`src/rtl/mem_stage_lsu_if.sv`:
```
// Data-memory request/acknowledge bus between the M-stage LSU (master) and data memory (slave).
interface mem_stage_lsu_if #(
    parameter int DATA_W = 32
);
    logic              mem_req;
    logic              mem_we;
    logic [DATA_W-1:0] mem_addr;
    logic [DATA_W-1:0] mem_wdata;
    logic              mem_ack;
    logic [DATA_W-1:0] mem_rdata;

    modport master (
        output mem_req, mem_we, mem_addr, mem_wdata,
        input  mem_ack, mem_rdata
    );

    modport slave (
        input  mem_req, mem_we, mem_addr, mem_wdata,
        output mem_ack, mem_rdata
    );
endinterface

```
`src/rtl/mem_stage_lsu.sv`:
```
// Memory-stage load/store unit: req/ack access to a variable-latency data memory,
// upstream stall while an access is outstanding, and the M/W pipeline register.
module mem_stage_lsu #(
    parameter int TIMEOUT = 16,
    parameter int DATA_W  = 32
) (
    input  logic              clk,
    input  logic              reset_n,
    input  logic [DATA_W-1:0] alu_result_m,
    input  logic [DATA_W-1:0] wr_data_m,
    input  logic [DATA_W-1:0] pc_plus4_m,
    input  logic [4:0]        write_addr_m,
    input  logic              reg_write_m,
    input  logic              mem_write_m,
    input  logic [1:0]        result_src_m,
    mem_stage_lsu_if.master   mem,
    output logic              stall_m,
    output logic              mem_fault,
    output logic [DATA_W-1:0] read_data_w,
    output logic [DATA_W-1:0] alu_result_w,
    output logic [DATA_W-1:0] pc_plus4_w,
    output logic [4:0]        write_addr_w,
    output logic [1:0]        result_src_w,
    output logic              reg_write_w
);
    typedef enum logic [1:0] {IDLE, BUSY, DONE} state_t;

    localparam logic [7:0] CNT_LAST = 8'(TIMEOUT - 1);

    state_t            state, state_next;
    logic [7:0]        cnt, cnt_next;
    logic [DATA_W-1:0] rdata_cap, rdata_cap_next;
    logic              req_next, we_next, fault_next;
    logic [DATA_W-1:0] addr_next, wdata_next;
    logic              w_load;
    logic [DATA_W-1:0] w_rdata;
    logic              access_m;

    assign access_m = mem_write_m | (result_src_m == 2'b01);

    always_comb begin
        state_next     = state;
        cnt_next       = cnt;
        rdata_cap_next = rdata_cap;
        req_next       = mem.mem_req;
        we_next        = mem.mem_we;
        addr_next      = mem.mem_addr;
        wdata_next     = mem.mem_wdata;
        fault_next     = mem_fault;
        stall_m        = 1'b0;
        w_load         = 1'b0;
        w_rdata        = '0;
        case (state)
            IDLE: begin
                if (access_m) begin
                    stall_m    = 1'b1;
                    addr_next  = alu_result_m;
                    wdata_next = wr_data_m;
                    we_next    = mem_write_m;
                    req_next   = 1'b1;
                    cnt_next   = '0;
                    state_next = BUSY;
                end else begin
                    w_load = 1'b1;
                end
            end
            BUSY: begin
                stall_m = 1'b1;
                // An ack on the final counted cycle still wins over the timeout.
                if (mem.mem_ack) begin
                    rdata_cap_next = mem.mem_we ? '0 : mem.mem_rdata;
                    req_next       = 1'b0;
                    state_next     = DONE;
                end else if (cnt == CNT_LAST) begin
                    rdata_cap_next = '0;
                    req_next       = 1'b0;
                    fault_next     = 1'b1;
                    state_next     = DONE;
                end else begin
                    cnt_next = cnt + 8'd1;
                end
            end
            DONE: begin
                w_load     = 1'b1;
                w_rdata    = rdata_cap;
                state_next = IDLE;
            end
            default: state_next = IDLE;
        endcase
    end

    always_ff @(posedge clk or negedge reset_n) begin
        if (!reset_n) begin
            state         <= IDLE;
            cnt           <= '0;
            rdata_cap     <= '0;
            mem.mem_req   <= 1'b0;
            mem.mem_we    <= 1'b0;
            mem.mem_addr  <= '0;
            mem.mem_wdata <= '0;
            mem_fault     <= 1'b0;
        end else begin
            state         <= state_next;
            cnt           <= cnt_next;
            rdata_cap     <= rdata_cap_next;
            mem.mem_req   <= req_next;
            mem.mem_we    <= we_next;
            mem.mem_addr  <= addr_next;
            mem.mem_wdata <= wdata_next;
            mem_fault     <= fault_next;
        end
    end

    // M/W register: real fields when the instruction advances, an all-zero bubble otherwise.
    always_ff @(posedge clk or negedge reset_n) begin
        if (!reset_n) begin
            read_data_w  <= '0;
            alu_result_w <= '0;
            pc_plus4_w   <= '0;
            write_addr_w <= '0;
            result_src_w <= '0;
            reg_write_w  <= 1'b0;
        end else if (w_load) begin
            read_data_w  <= w_rdata;
            alu_result_w <= alu_result_m;
            pc_plus4_w   <= pc_plus4_m;
            write_addr_w <= write_addr_m;
            result_src_w <= result_src_m;
            reg_write_w  <= reg_write_m;
        end else begin
            read_data_w  <= '0;
            alu_result_w <= '0;
            pc_plus4_w   <= '0;
            write_addr_w <= '0;
            result_src_w <= '0;
            reg_write_w  <= 1'b0;
        end
    end
endmodule
```
`src/flat_wrapper.sv`:
```
// flat-port wrapper written by rule: the top's interface ports become plain ports
module mem_stage_lsu_flat 
#(
    parameter int TIMEOUT = 16,
    parameter int DATA_W  = 32
)
  (clk, reset_n, alu_result_m, wr_data_m, pc_plus4_m, write_addr_m, reg_write_m, mem_write_m, result_src_m, stall_m, mem_fault, read_data_w, alu_result_w, pc_plus4_w, write_addr_w, result_src_w, reg_write_w, mem_mem_req, mem_mem_we, mem_mem_addr, mem_mem_wdata, mem_mem_ack, mem_mem_rdata);
  mem_stage_lsu_if #(.DATA_W(DATA_W)) mem_i ();
  input  logic clk;
  input  logic reset_n;
  input  logic [DATA_W-1:0] alu_result_m;
  input  logic [DATA_W-1:0] wr_data_m;
  input  logic [DATA_W-1:0] pc_plus4_m;
  input  logic [4:0] write_addr_m;
  input  logic reg_write_m;
  input  logic mem_write_m;
  input  logic [1:0] result_src_m;
  output logic stall_m;
  output logic mem_fault;
  output logic [DATA_W-1:0] read_data_w;
  output logic [DATA_W-1:0] alu_result_w;
  output logic [DATA_W-1:0] pc_plus4_w;
  output logic [4:0] write_addr_w;
  output logic [1:0] result_src_w;
  output logic reg_write_w;
  output wire logic [$bits(mem_i.mem_req)-1:0] mem_mem_req;
  output wire logic [$bits(mem_i.mem_we)-1:0] mem_mem_we;
  output wire logic [$bits(mem_i.mem_addr)-1:0] mem_mem_addr;
  output wire logic [$bits(mem_i.mem_wdata)-1:0] mem_mem_wdata;
  input wire logic [$bits(mem_i.mem_ack)-1:0] mem_mem_ack;
  input wire logic [$bits(mem_i.mem_rdata)-1:0] mem_mem_rdata;
  assign mem_mem_req = mem_i.mem_req;
  assign mem_mem_we = mem_i.mem_we;
  assign mem_mem_addr = mem_i.mem_addr;
  assign mem_mem_wdata = mem_i.mem_wdata;
  assign mem_i.mem_ack = mem_mem_ack;
  assign mem_i.mem_rdata = mem_mem_rdata;
  mem_stage_lsu #(.TIMEOUT(TIMEOUT), .DATA_W(DATA_W)) u_core (.clk(clk), .reset_n(reset_n), .alu_result_m(alu_result_m), .wr_data_m(wr_data_m), .pc_plus4_m(pc_plus4_m), .write_addr_m(write_addr_m), .reg_write_m(reg_write_m), .mem_write_m(mem_write_m), .result_src_m(result_src_m), .mem(mem_i), .stall_m(stall_m), .mem_fault(mem_fault), .read_data_w(read_data_w), .alu_result_w(alu_result_w), .pc_plus4_w(pc_plus4_w), .write_addr_w(write_addr_w), .result_src_w(result_src_w), .reg_write_w(reg_write_w));
endmodule
```
`config.mk`:
```
export PLATFORM = sky130hd
export DESIGN_NAME = mem_stage_lsu_flat
export DESIGN_NICKNAME = d
export VERILOG_FILES = /design/src/rtl/mem_stage_lsu_if.sv /design/src/rtl/mem_stage_lsu.sv /design/src/flat_wrapper.sv
export SDC_FILE = /design/constraint.sdc
export NUM_CORES = 1
export LEC_CHECK = 0
export ABC_CLOCK_PERIOD_IN_PS = 3100
export BUFFER_PORTS_ARGS = -buffer_cell sky130_fd_sc_hd__buf_2
export CAP_MARGIN = 20
export CELL_PAD_IN_SITES_DETAIL_PLACEMENT = 0
export CELL_PAD_IN_SITES_GLOBAL_PLACEMENT = 1
export CORE_MARGIN = 5
export CORE_UTILIZATION = 40
export DETAILED_ROUTE_END_ITERATION = 6
export HOLD_SLACK_MARGIN = 0.03
export PLACE_DENSITY = 0.92
export RECOVER_POWER = 100
export SLEW_MARGIN = 25
export SYNTH_ARGS = -nofsm -noshare
export SYNTH_HDL_FRONTEND = slang
export SYNTH_SLANG_ARGS = --single-unit
export TNS_END_PERCENT = 20
```
`constraint.sdc`:
```
create_clock -name clk -period 3.1 [get_ports clk]
set_clock_uncertainty 0.05 [all_clocks]
set_input_delay 0.31 -clock clk [delete_from_list [all_inputs] [get_ports clk]]
set_output_delay 0.31 -clock clk [all_outputs]
set_load 0.01 [all_outputs]
```
== Word level (Yosys, flattened, before mapping) ==
Index checks and enable logic that the tools add are counted.
Cells by class
  add/sub/neg operators: 1
  $mul: 0
  divide/modulo/power cells: 0
  magnitude comparators: 0
  equal/unequal tests: 8
  shift-type cells: 0
  mux-type cells: 26
  bitwise operators: 2
  reduce and logical (&&, ||, !) cells: 9
Operator list (count)
  $mux 32: 7
  $mux 8: 3
  $pmux 8 s2: 1
  $add 8x1->8 const B: 1
  $eq 8x4->1 const B: 1
  $mux 2: 4
  $mux 1: 6
  $pmux 1 s2: 3
  $reduce_and 2->1: 3
  $reduce_and 3->1: 2
  $mux 5: 1
  $eq 2x1->1 const B: 2
  $ne 2x2->1 const B: 2
  $pmux 2 s2: 1
  $reduce_and 4->1: 1
  $reduce_bool 2->1: 2
  $ne 3x2->1 const B: 1
  $eq 2x2->1 const B: 1
  $logic_not 2->1: 1
  $ne 2x1->1 const B: 1
  $not 1->1: 1
  $or 1x1->1: 1
Storage, ports and cells
  register bits after elaboration: 213
  bits in latches: 0
  memory bits (writable): 0
  bits in read-only memories: 0
  bits of input ports: 140
  output and inout bits: 172
  word-level logic and storage cells: 60
  memories kept: 0

== Logic depth before layout (Yosys ltp) ==
  depth after elaboration: 5
  mapped depth: 6
  depth with buffers taken out: 6

== Worst setup path before layout ==
Ideal clock, no wire load.
  path type: flip-flop to flip-flop
  start: register u_core.cnt[0]
  end: register u_core.cnt[2]
  library setup time: 0.082 ns
  arrival time: 1.547 ns
  data required time: 2.968 ns
  slack: 1.421 ns
  cell stages (with the launch flop): 7
  path buffers: 0
  period minus slack after synthesis: 1.679 ns
  cell sequence: dfrtp_1 > ha_1 > nand4b_2 > o41ai_4 > and2_4 > inv_2 > a31oi_1
Between the ends
  longest elaborated chain between the ends: 4
  elaborated cells between the ends (all ways): 7
  classes of those cells: add/sub (1); eq/ne (2); mux (3); reduce/logical (1)
Ends and longest elaborated chain
  start, declared: line mem_stage_lsu.sv:31  | logic [7:0] cnt, cnt_next;
  start signal, assigned: line mem_stage_lsu.sv:104  | cnt <= cnt_next;
  $add 8x1->8: line mem_stage_lsu.sv:80  | cnt_next = cnt + 8'd1;
  $mux 8: line mem_stage_lsu.sv:74  | end else if (cnt == CNT_LAST) begin
  $mux 8: line mem_stage_lsu.sv:70  | if (mem.mem_ack) begin
  $pmux 8 s2: line mem_stage_lsu.sv:53  | case (state)
Several ways; a longest one is shown, not always the timed one. The select of a mux whose other input is x is not followed.
A chain may end at the register's enable or synchronous reset.

== Final worst setup path ==
  start: input result_src_m[0]
  end: register u_core.alu_result_w[25]
Between the ends
  longest elaborated chain between the ends: 5
Ends and longest elaborated chain
  start, declared: line flat_wrapper.sv:17  | input logic [1:0] result_src_m;
  $eq 2x1->1: line mem_stage_lsu.sv:39  | assign access_m = mem_write_m | (result_src_m == 2'b01);
  $or 1x1->1: line mem_stage_lsu.sv:39
  $mux 1: line mem_stage_lsu.sv:55  | if (access_m) begin
  $pmux 1 s2: line mem_stage_lsu.sv:53
  $mux 32: line mem_stage_lsu.sv:123  | end else if (w_load) begin
  end signal, assigned: line mem_stage_lsu.sv:125  | alu_result_w <= alu_result_m;
  end, declared: line mem_stage_lsu.sv:20  | output logic [DATA_W-1:0] alu_result_w,
Every way passes these cells.

==> summary.md <==
| Metric | Value |
|---|---|
| Status | `complete, but fails checks` |
| Failing checks | `max-capacitance violations, max-slew violations` |
| Pwr Density | `just over 800 mW/mm2` |
| WL per Instance | `approximately 18 um` |
| Highest Signal Layer | `met4` |
| Setup tns final | `0 ns` |
| Mapped Area | `between 0.007 and 0.008 mm2` |
| GPL Wtd Cong | `0.757` |
| Placeable Area | `0.0185 mm2` |
| Vias in the first global route | `6262` |
| Post-synth EDFFs | `0` |
| Boundary Pins | `approximately 310` |
| Kind of critical path | `in2reg` |
| Share of the synthesized area in the top cell type | `a little under three quarters` |
| Met3 WL | `about 1.6 mm` |
| Most frequent cell after synthesis | `dfrtp_1` |
| Post-CTS sizing | `0` |
| Asr flop ratio synth | `100%` |
| Synth area leaders | `dfrtp_1 71%, mux2_2 9.7%, and2_1 8.7%` |
| Period utilisation layout | `around three quarters` |
| Switch Pwr | `between 2 and 3 mW` |
| M1 wire length | `between 8 and 9 mm` |
| Max-slew violations | `between 60 and 70` |
| Global-route wire length before repair | `roughly 34 mm` |
| H-tree depth | `1` |
| Combinational share of power | `about 28%` |
| Cells after synthesis | `between 400 and 500` |
| Initial antenna violation count | `0` |
| Final global-route overflow total | `0` |
| CP required | `3.47 ns` |
| Yosys Warn Count | `0` |
| Finish-stage setup viols | `0` |
| CTS sink cnt | `roughly 210` |
| Total track usage | `between 15 and 20%` |
| Leakage power | `roughly 5.3 nW` |
| TritonCTS clock tree | `done` |
| Clk pin slew, worst setup/hold paths | `approximately 0.06 ns` |
| Cell Int Power | `between 6 and 7 mW` |
| Cts hold-fix bufs | `between 100 and 150` |
| Tightest hold margin | `between 0.03 and 0.04 ns` |
| Worst VDD drop | `between 500 and 600 uV` |
| Netlist cell types | `34` |
| Clk_lat worst skew | `approximately 0.5 ns` |
| Area leader, netlist | `dfrtp_1` |
| PortBufs | `around 310` |
| Net Count, Synth | `about 630` |
| Rows | `50` |
| Final Hold Fails | `0` |
| # DRC | `0` |
| Largest net degree at the start of global routing | `approximately 70` |
| CP Max Fanout | `38` |
| Min cycle time layout | `roughly 2.4 ns` |
| Startpoint types | `input pin` |
| Detailed Route WL | `around 21 mm` |
| Metal2 WL | `10.6 mm` |
| Area delta synth->final | `49.2%` |
| Max Cap Viol | `1` |
| Clock Power Share | `between 20 and 30%` |
| DP Wirelength | `roughly 13 mm` |
| Post-CTS Setup Bufs | `0` |
| Detail Route Antenna Nets | `0` |
| #FFs+latches synth | `213` |
| Seq pwr share | `between 40% and 50%` |
| Share of cells above drive strength 1 | `26.6%` |
| Initial core utilization | `around two fifths` |
| Fmax achieved | `roughly 0.43 GHz` |
| Pwr Total | `~9.2 mW` |
| Hold Path Class | `in2reg` |
| Number of buffers created by CTS | `23` |
| Die Area | `between 0.02 and 0.025 mm2` |
| Vias per cell | `around 4.7` |
| Seq/Total Area, Yosys | `a little under three quarters` |
| Critical Path AT | `2.72 ns` |
| Clock buffer depth | `3` |
| 1st-pass router iterations | `4` |
| Switching share of power | `roughly a third` |
| RSZ-0062 raised after global routing | `false` |
| CTS Root Cell | `clkbuf_16` |
| Vias | `approximately 5600` |
| Slew headroom | `-16.5%` |
| CP Capture Type | `register` |
| Die X | `approximately 150 um` |
| Nets@finish | `~1100` |
| Die Span Y | `147 um` |
| Worst Tran Pin Value | `roughly 1.7 ns` |
| Syn avg cell area | `approximately 15 um2` |
| Top_reg_cell synth | `dfrtp_1` |
| Post-layout util | `between 60% and 70%` |
| Commonest cells in the synthesized netlist | `213 x dfrtp_1, 104 x and2_1, 64 x mux2_2` |
| Antenna diodes | `0` |
| Initial DRC count | `between 150 and 200` |
[worst max-delay path: stages]
cell and delay, ns:
dlygate4sd3_1 0.53, buf_2 0.12, nor2b_1 0.14, nor2_1 0.08
o21ba_1 0.82, buf_4 0.47, and2_0 0.21
[cell families after synthesis]
family	synth area share [%]
DFF	71.4
and+or+nand+nor	11.2
muxes	9.65
AOI/OAI and AO/OA	5.83
buffers and inverters	1.73
adders and majority gates	0.168
[flip-flops by register name (all words and copies together) (netlist names)]
| name | flops |
|---|---|
| u_core.write_addr_w | 5 |
| u_core.reg_write_w | 1 |
| u_core.mem.mem_req | 1 |
| u_core.mem.mem_addr | 32 |
| u_core.mem.mem_wdata | 32 |
| u_core.state | 2 |
| u_core.read_data_w | 32 |
| u_core.mem.mem_we | 1 |
| u_core.mem_fault | 1 |
| u_core.cnt | 8 |
| u_core.pc_plus4_w | 32 |
| u_core.result_src_w | 2 |
| u_core.rdata_cap | 32 |
| u_core.alu_result_w | 32 |
[layout make-up]
| type | count | area [um2] |
|---|---|---|
| clock inverters | 11 | 70.1 |
| multi-input cells | 247 | 1980 |
| well taps | 234 | 293 |
| inverters | 5 | 18.8 |
| fillers | 1475 | 7380 |
| repair buffers | 457 | 2800 |
| clock buffers | 30 | 642 |
| flip-flops and latches | 213 | 5330 |
[power groups by stage]
stage          clock network [mW]  logic (mW)  registers [mW]
6_report                     2.56        2.63            4.02
3_5_place_dp                    0        2.73            4.02
4_1_cts                      2.63        2.88            3.99
2_1_floorplan                   0        1.19            4.34
3_3_place_gp                    0        2.66            3.99
5_1_grt                      2.74        2.88            4.12
[layer usage]
layer	vias to the layer above	global-route usage, %
met5	-	0
met4	0	6.44
met3	49	5.77
met2	249	33.4
met1	2751	23.6
li1	2575	-
[through the flow]
step                cell area (um2)  std cells  setup WS (ns)
floorplan                      7460        490           1.42
global placement               9310       1019           1.17
detailed placement             9310       1019           1.11
CTS                           11400       1197           1.08
global route                  11100       1197          0.516
finish                        11100       1197          0.749
[final timing paths]
kind / cells after the start / slack, ns / to / start
worst max-delay path: 7 / 0.75 / u_core.alu_result_w[25] / result_src_m[0]
worst min-delay path: 2 / 0.04 / u_core.mem.mem_we / mem_write_m
worst max register to register: 6 / 0.76 / u_core.rdata_cap[5] / u_core.cnt[0]
worst min register to register: 1 / 0.43 / u_core.read_data_w[29] / u_core.rdata_cap[29]
max in group asynchronous: 3 / 1.00 / u_core.mem.mem_addr[1] / reset_n
min in group asynchronous: 2 / 0.80 / u_core.read_data_w[0] / reset_n
[cell usage in the layout, fill, tap and decap left out, types with 2 or more instances in the layout]
master,Yosys,layout
clkbuf_8,0,4
clkbuf_1,12,176
clkinvlp_4,0,2
and2_1,104,48
a22o_1,33,33
clkbuf_2,0,2
buf_2,13,138
buf_12,0,2
mux2_2,64,64
nor3_1,3,3
buf_4,0,5
inv_1,4,4
o21ai_0,3,5
a21oi_1,2,2
dlygate4sd3_1,0,137
nor2b_1,3,3
and3_1,3,3
and2_0,0,57
a21o_2,2,2
clkinv_2,0,7
a211o_2,2,2
nand3_1,7,7
nor2_1,3,3
clkbuf_16,0,23
dfrtp_1,213,213
(Power assumes the default switching activity.)
